<file path="config.mk">
export PLATFORM = sky130hd
export DESIGN_NAME = mul12u_trunc_inv_div
export DESIGN_NICKNAME = d
export VERILOG_FILES = /design/src/rtl/mul12u_trunc_inv_div.sv
export SDC_FILE = /design/constraint.sdc
export NUM_CORES = 1
export LEC_CHECK = 0
export CELL_PAD_IN_SITES_DETAIL_PLACEMENT = 1
export CELL_PAD_IN_SITES_GLOBAL_PLACEMENT = 1
export CORE_MARGIN = 2
export CORE_UTILIZATION = 43
export DETAILED_ROUTE_END_ITERATION = 10
export PLACE_DENSITY_LB_ADDON = 0.1
export SYNTH_ARGS = -nofsm -noshare
export SYNTH_HDL_FRONTEND = slang
export SYNTH_SLANG_ARGS = --single-unit
export TNS_END_PERCENT = 100
</file>
<file path="constraint.sdc">
create_clock -name clk -period 5.31 [get_ports clk]
set_input_delay 0.7965 -clock clk [delete_from_list [all_inputs] [get_ports clk]]
set_output_delay 0.7965 -clock clk [all_outputs]
set_load 0.005 [all_outputs]
</file>
<file path="src/rtl/mul12u_trunc_inv_div.sv">
// Sequential restoring divider that undoes the truncated 12x12 multiplier:
// A_hat = floor((Z>>2K)/(B>>K)) << K, one quotient bit per clock.
//
// state | meaning
// IDLE  | waiting for a request, in_ready=1
// CALC  | one restoring-division iteration per edge, MSB of N first
// DONE  | result held on the outputs until out_ready
module mul12u_trunc_inv_div #(
    parameter int W = 12,
    parameter int K = 4
) (
    input  logic             clk,
    input  logic             rst_n,
    input  logic             in_valid,
    output logic             in_ready,
    input  logic [2*W-1:0]   z_in,
    input  logic [W-1:0]     b_in,
    output logic             out_valid,
    input  logic             out_ready,
    output logic [W-1:0]     a_out,
    output logic [W-K-1:0]   rem_out,
    output logic             dz,
    output logic             sat
);
    localparam int D  = W - K;
    localparam int NW = 2 * D;
    localparam int CW = $clog2(NW + 1);

    typedef enum logic [1:0] {IDLE, CALC, DONE} state_t;

    state_t          r_state;
    logic [NW-1:0]   r_n;
    logic [D-1:0]    r_dv;
    logic [D:0]      r_r;
    logic [NW-1:0]   r_q;
    logic [CW-1:0]   r_cnt;
    logic            r_out_valid;
    logic [W-1:0]    r_a;
    logic [D-1:0]    r_rem;
    logic            r_dz;
    logic            r_sat;

    logic [D:0]      w_rs;
    logic            w_ge;
    logic [D:0]      w_rn;
    logic [NW-1:0]   w_q;
    logic            w_sat;
    logic            w_unused;

    // R stays below Dv, so only its low D bits feed the next shifted value
    assign w_rs  = {r_r[D-1:0], r_n[NW-1]};
    assign w_ge  = (w_rs >= {1'b0, r_dv});
    assign w_rn  = w_ge ? (w_rs - {1'b0, r_dv}) : w_rs;
    assign w_q   = {r_q[NW-2:0], w_ge};
    assign w_sat = |w_q[NW-1:D];

    assign w_unused = ^{z_in[2*K-1:0], b_in[K-1:0], r_r[D]};

    assign in_ready  = (r_state == IDLE);
    assign out_valid = r_out_valid;
    assign a_out     = r_a;
    assign rem_out   = r_rem;
    assign dz        = r_dz;
    assign sat       = r_sat;

    always_ff @(posedge clk or negedge rst_n) begin
        if (!rst_n) begin
            r_state     <= IDLE;
            r_n         <= '0;
            r_dv        <= '0;
            r_r         <= '0;
            r_q         <= '0;
            r_cnt       <= '0;
            r_out_valid <= 1'b0;
            r_a         <= '0;
            r_rem       <= '0;
            r_dz        <= 1'b0;
            r_sat       <= 1'b0;
        end else begin
            case (r_state)
                IDLE: begin
                    if (in_valid) begin
                        r_n   <= z_in[2*W-1:2*K];
                        r_dv  <= b_in[W-1:K];
                        r_r   <= '0;
                        r_q   <= '0;
                        r_cnt <= '0;
                        if (b_in[W-1:K] == '0) begin
                            r_a         <= {{D{1'b1}}, {K{1'b0}}};
                            r_rem       <= '0;
                            r_dz        <= 1'b1;
                            r_sat       <= 1'b0;
                            r_out_valid <= 1'b1;
                            r_state     <= DONE;
                        end else begin
                            r_state <= CALC;
                        end
                    end
                end
                CALC: begin
                    r_r   <= w_rn;
                    r_q   <= w_q;
                    r_n   <= {r_n[NW-2:0], 1'b0};
                    r_cnt <= r_cnt + CW'(1);
                    if (r_cnt == CW'(NW - 1)) begin
                        r_sat       <= w_sat;
                        r_a         <= {(w_sat ? {D{1'b1}} : w_q[D-1:0]), {K{1'b0}}};
                        r_rem       <= w_rn[D-1:0];
                        r_dz        <= 1'b0;
                        r_out_valid <= 1'b1;
                        r_state     <= DONE;
                    end
                end
                DONE: begin
                    if (out_ready) begin
                        r_out_valid <= 1'b0;
                        r_state     <= IDLE;
                    end
                end
                default: r_state <= IDLE;
            endcase
        end
    end
endmodule
</file>
; Word level (Yosys, flattened, before mapping)
; Cells that the tools add are included.
[totals]
ff_bits = 77
in_bits = 40
[op_classes]
add_sub_neg = 2
order_cmp = 1
n_eq_ne = 7
muxes = 34
reduce_logical = 10
[ops]
columns = op, n
row1 = $mux W8, 6
row2 = $mux W12, 3
row3 = $pmux W16 S2, 1
row4 = $pmux W8 S2, 2
row5 = $pmux W15 S2, 1
row6 = $pmux W12 S2, 1
row7 = $mux W16, 1
row8 = $mux W15, 1
row9 = $pmux W5 S2, 1
row10 = $ge A9 B8 Y1, 1
row11 = $logic_not A8 Y1, 1
row12 = $mux W1, 8
row13 = $mux W2, 4
row14 = $reduce_or A8 Y1, 1
row15 = $sub A8 B8 Y8, 1
row16 = $ne A2 B2 Y1 const B, 3
row17 = $pmux W2 S3, 1
row18 = $add A5 B1 Y5 const B, 1
row19 = $eq A5 B4 Y1 const B, 1
row20 = $mux W5, 1
row21 = $reduce_and A5 Y1, 1
row22 = $pmux W1 S2, 2
row23 = $reduce_and A2 Y1, 2
row24 = $reduce_and A4 Y1, 1
row25 = 8 further kinds, 8

; Logic depth before layout (Yosys ltp)
[depth]
word_depth = 4
ltp_mapped = 8
depth_no_buf = 8

; Least setup slack after synthesis
; Ideal clock, no wire load.
[synth_path]
path_kind = reg-to-reg
start = register r_r[5]
end = register r_rem[1], in the netlist rem_out[1]
setup_time_ps = 75
arrival_ps = 1913
required_time_ps = 5235
path_slack_ps = 3321
path_stages_with_launch = 8
synth_period_minus_slack_ps = 1989
path_cell_list = dfrtp_1 ha_1 a21oi_1 o221ai_2 a21oi_1 buf_6 mux2_4 o21ai_2
[synth_between]
elab_chain_cells = 4
[synth_lines]
columns = item, line_no
row1 = "start, declared", 34  ; logic [D:0] r_r;
row2 = "start signal, assigned", 101  ; r_r <= w_rn;
row3 = $ge A9 B8 Y1, 52  ; assign w_ge = (w_rs >= {1'b0, r_dv});
row4 = $mux W8, 53  ; assign w_rn = w_ge ? (w_rs - {1'b0, r_dv}) : w_rs;
row5 = $mux W8, 105  ; if (r_cnt == CW'(NW - 1)) begin
row6 = $pmux W8 S2, 80  ; case (r_state)
row7 = "end signal, assigned", 108  ; r_rem <= w_rn[D-1:0];
row8 = "end, declared", 39  ; logic [D-1:0] r_rem;
; Every way passes these cells. The select of a mux whose other input is x is not followed.
; A chain may end at the register's enable or synchronous reset.

; Worst setup path in the final report
[layout_path]
start = input port b_in[4]
end = register r_rem[5], in the netlist rem_out[5]
[layout_between]
elab_chain_cells = 3
[layout_lines]
columns = item, line_no
row1 = "start, declared", 17  ; input logic [W-1:0] b_in,
row2 = $logic_not A8 Y1, 88  ; if (b_in[W-1:K] == '0) begin
row3 = $ne A2 B1 Y1 (no source line), -
row4 = $reduce_and A4 Y1 (no source line), -
; Every way passes these cells.

==> flow_results.org <==
** Run status
- The flow ran to the end, and the final reports show no timing, DRC or antenna violations.

** Layout
- The filler cells instantiated in the layout total around 950.
- Share of cells above drive strength 1 :: between 7 and 8%
- Once layout is done, the placed cells without fillers occupy 4220 µm².
- Summing all multi-input logic gate instances after layout gives 1530 µm².
- Number of diodes :: 0
- Most common cell after layout, fill and taps aside :: sky130_fd_sc_hd__nand2_1
- Commonest non-fill, non-tap cells in the layout :: 87 x sky130_fd_sc_hd__nand2_1, 73 x sky130_fd_sc_hd__dfrtp_1, 46 x sky130_fd_sc_hd__clkdlybuf4s50_1
- NumNets Final :: between 400 and 500
- From synthesis to final layout, the design area changed by 19.8%.
- Sequential standard cell area :: ~1800 µm²

** Global route
- First-pass GRT wire length :: 14800 µm
- The number of global-route vias before repair was 3072.
- Pin count of the biggest net entering global routing :: 66
- For this run, the total global-route usage over all layers was measured as a little over a fifth.
- Initial antenna violation count :: 0
- After global routing the overflow that remains totals 0.

** Place
- Placed cell areas :: a little over 4000 µm²
- Port Buffers :: 47
- Placer's final routability congestion estimate :: 0.800
- HPWL after detailed placement :: about 5900 µm
- Placement Setup Slack :: approximately 2.1 ns

** Worst setup path
- CP arrival :: a little over 3 ns
- Reg2reg start :: r_r[5]
- Critical path launch point type :: primary input
- Worst Setup Path Type :: in -> reg
- STA puts the critical path data required time at ~5.6 ns.
- In this run the worst path has a maximum fanout of 11.
- The worst register-to-register path ends at rem_out[0].
- In this run the register-to-register setup slack is 2.58 ns.
- The worst register-to-register path has a depth of 6.
- Element type at the critical path end :: flop

** Yosys
- For this run, the leading register cell type out of synthesis is sky130_fd_sc_hd__dfrtp_1.
- The share of the Yosys chip area taken by registers is 51.8%.
- The average instance in the mapped netlist occupies a little over 9 µm².
- Xor-xnor portion of the synthesized cell area :: less than 1%
- Adder-cell share of the synthesized area :: under 10%
- Yosys printed 0 warnings.
- Summing the areas of all compound-gate instances in the mapped netlist gives 18.1% of the synthesized area.
- Post-synthesis instance area :: between 3000 and 4000 µm²
- Synth unique cells :: 47
- By area, the combinational part of the netlist is dominated by simple AND/OR/NAND/NOR gates.
- The synthesized netlist devotes 18.1% of its cell area to simple gates.
- In the synthesized netlist, mux cells make up under 10% of the area.
- Fraction of registers with async set/reset :: 100%
- Number of enable flip-flop cells after synthesis :: 0
- Total of flip-flops plus latches after synthesis :: 73
- Synthesized instance count :: between 300 and 400

** Worst hold path
- The path class of the tightest hold or removal check is reg -> reg.
- The path with the worst hold slack has its endpoint at r_dv[0].
- Along the worst hold path, the cell count comes to 2.
- The worst hold path begins at r_dv[0].

** Die
- Overall die area :: between 8000 and 9000 µm²
- Chip Height :: ~95 µm
- The die is 94.5 µm wide.
- I/O pin count :: 64
- CORE AREA :: between 8000 and 9000 µm²
- # rows :: 33
- For this configuration, the core starts out at a cell density of roughly 44%.

** Pwr
- Worst VDD drop :: 251 µV
- Overall power :: 0.00281 W
- Dividing total power by cell area gives a power density of approximately 660 nW/µm².
- The analysis attributes to cell leakage a power of between 1.5 and 2 nW.

** Clocking
- CTS saw 73 sinks.
- Counting the buffers created by CTS gives 9.
- Resize count post-CTS :: 0
- Clock-pin slew was measured on the worst setup and hold paths at 0.09 ns.
- Max Root-Sink Buffers :: 2
- Buffers added to address setup during post-CTS repair amount to 0.
- For the worst-skew pair, the clock arrives at the later sink with an insertion delay of 0.35 ns.
- Hold buffer count at cts :: 0
- CTS tree :: yes
- H-tree depth :: 3
- Clk Tree Root Cell :: sky130_fd_sc_hd__clkbuf_8

** STA
- In the final timing run, aggregate negative setup slack is 0 ns.
- Fraction of the cycle the final worst path needs :: between 50% and 60%
- Maximum frequency from static timing analysis :: roughly 360 MHz
- Total of endpoints with negative setup slack in the final report :: 0
- Worst max-slew margin expressed relative to the limit :: a little under a third
- Max-slew violation total from the final report :: 0
- Unrepaired setup endpoints after global routing :: false
- Least setup slack across all paths after layout :: between 2 and 3 ns
- Shortest period the worst path allows :: about 2.8 ns
- Actual slew at the worst max-slew pin :: between 1 and 1.5 ns
- Hold Fails Final Rpt :: 0
- Between clock sinks in the finished design, the worst skew comes to between 0.01 and 0.015 ns.
- On the final layout, the worst hold slack is 0.496 ns.

** Routing
- Drt pass-1 iters :: 4
- Via count :: around 2900
- Total Routed Length :: roughly 8700 µm
- The detail route stage leaves a number of antenna-violating nets equal to 0.
- After detailed routing, the number of remaining DRC violations is 0.
- Via density per instance :: 5.50
- After the first detailed-routing iteration, the DRC count stood at 84.
- In the final routed layout, each cell accounts on average for 16.4 µm.

** Job
- Max capacitance violation total :: 0
[metrics by stage]
step	utilization, %	cells
floorplan	-	386
global placement	49.9	516
detailed placement	49.9	516
CTS	52.2	532
global route	52.2	532
finish	52.2	532
[Yosys cell counts, types with 2 or more instances]
library cell | number | area share [%]
sky130_fd_sc_hd__a21o_1 | 3 | 0.64
sky130_fd_sc_hd__a21oi_1 | 10 | 1.4
sky130_fd_sc_hd__a31o_1 | 2 | 0.50
sky130_fd_sc_hd__a31o_2 | 2 | 0.50
sky130_fd_sc_hd__a31oi_1 | 17 | 3.0
sky130_fd_sc_hd__a32oi_1 | 2 | 0.50
sky130_fd_sc_hd__and3_1 | 2 | 0.35
sky130_fd_sc_hd__buf_1 | 2 | 0.21
sky130_fd_sc_hd__buf_2 | 7 | 0.99
sky130_fd_sc_hd__buf_4 | 4 | 0.85
sky130_fd_sc_hd__clkbuf_1 | 12 | 1.3
sky130_fd_sc_hd__dfrtp_1 | 73 | 52
sky130_fd_sc_hd__ha_1 | 10 | 3.5
sky130_fd_sc_hd__inv_1 | 14 | 1.5
sky130_fd_sc_hd__mux2i_1 | 3 | 0.85
sky130_fd_sc_hd__nand2_1 | 87 | 9.3
sky130_fd_sc_hd__nand2b_1 | 2 | 0.35
sky130_fd_sc_hd__nand3_1 | 14 | 2.0
sky130_fd_sc_hd__nand3_2 | 2 | 0.57
sky130_fd_sc_hd__nor2_1 | 25 | 2.7
sky130_fd_sc_hd__nor2b_1 | 7 | 1.2
sky130_fd_sc_hd__nor3_1 | 2 | 0.28
sky130_fd_sc_hd__nor4_1 | 4 | 0.71
sky130_fd_sc_hd__o211ai_1 | 2 | 0.43
sky130_fd_sc_hd__o21a_1 | 2 | 0.43
sky130_fd_sc_hd__o21ai_0 | 32 | 4.5
sky130_fd_sc_hd__o21ai_1 | 9 | 1.3
sky130_fd_sc_hd__o21ai_2 | 3 | 0.75
sky130_fd_sc_hd__o22a_1 | 8 | 2.0
sky130_fd_sc_hd__o31ai_1 | 2 | 0.43
sky130_fd_sc_hd__xor2_1 | 3 | 0.75
[power breakdown]
| part | leakage, nW | total, W | internal (W) | switching, W |
|---|---|---|---|---|
| Combinational | 0.867 | 0.00140 | 0.000620 | 0.000776 |
| Sequential | 0.873 | 0.000990 | 0.000819 | 0.000171 |
| Clock | 0.0888 | 0.000421 | 0.000179 | 0.000242 |
[layout make-up]
cell class	instances	area share, %
inverters	14	1.24
clock inverters	7	1.45
clock buffers	9	2.93
well taps	105	3.11
repair buffers	51	11.7
flip-flops and latches	73	43.3
multi-input cells	273	36.2
[flip-flops by register name, summed over array words and instances (netlist names)]
signal     flops
r_dv           8
sat            1
a_out          8
rem_out        8
r_r            8
r_state        2
r_cnt          5
out_valid      1
r_q           15
dz             1
r_n           16
[critical path: stages]
cell and delay (ns):
sky130_fd_sc_hd__clkdlybuf4s50_1 0.43, sky130_fd_sc_hd__nor4_1 0.66, sky130_fd_sc_hd__nand3_1 0.25, sky130_fd_sc_hd__a21o_1 0.43, sky130_fd_sc_hd__a32o_1 0.29, sky130_fd_sc_hd__a31o_1 0.18
[per-layer routing]
metal  GRT usage (%)  up-vias  share of wire, %
met5               0        -                 0
met1            27.7     1472                46
met4            8.33        0               1.5
met2            35.7       60                49
li1                -     1383                 -
met3            3.43       12               3.3
[logic make-up after synthesis]
| group | after synthesis |
|---|---|
| simple gates | 149 |
| fa+ha+maj | 11 |
| xor+xnor | 4 |
| flops | 73 |
| buf+inv | 40 |
| compound gates | 100 |
| mux | 5 |
| other cells | 1 |
[worst max path at each step]
stage | from | to | slack, ns | cells past startpoint
floorplan | r_r[5] | rem_out[1] | 3.32 | 7
global placement | b_in[5] | rem_out[5] | 2.24 | 6
detailed placement | b_in[4] | rem_out[5] | 2.14 | 6
CTS | b_in[4] | rem_out[5] | 2.52 | 6
global route | r_r[5] | rem_out[0] | 2.35 | 6
finish | b_in[4] | rem_out[5] | 2.51 | 6
(Power assumes the default switching activity.)
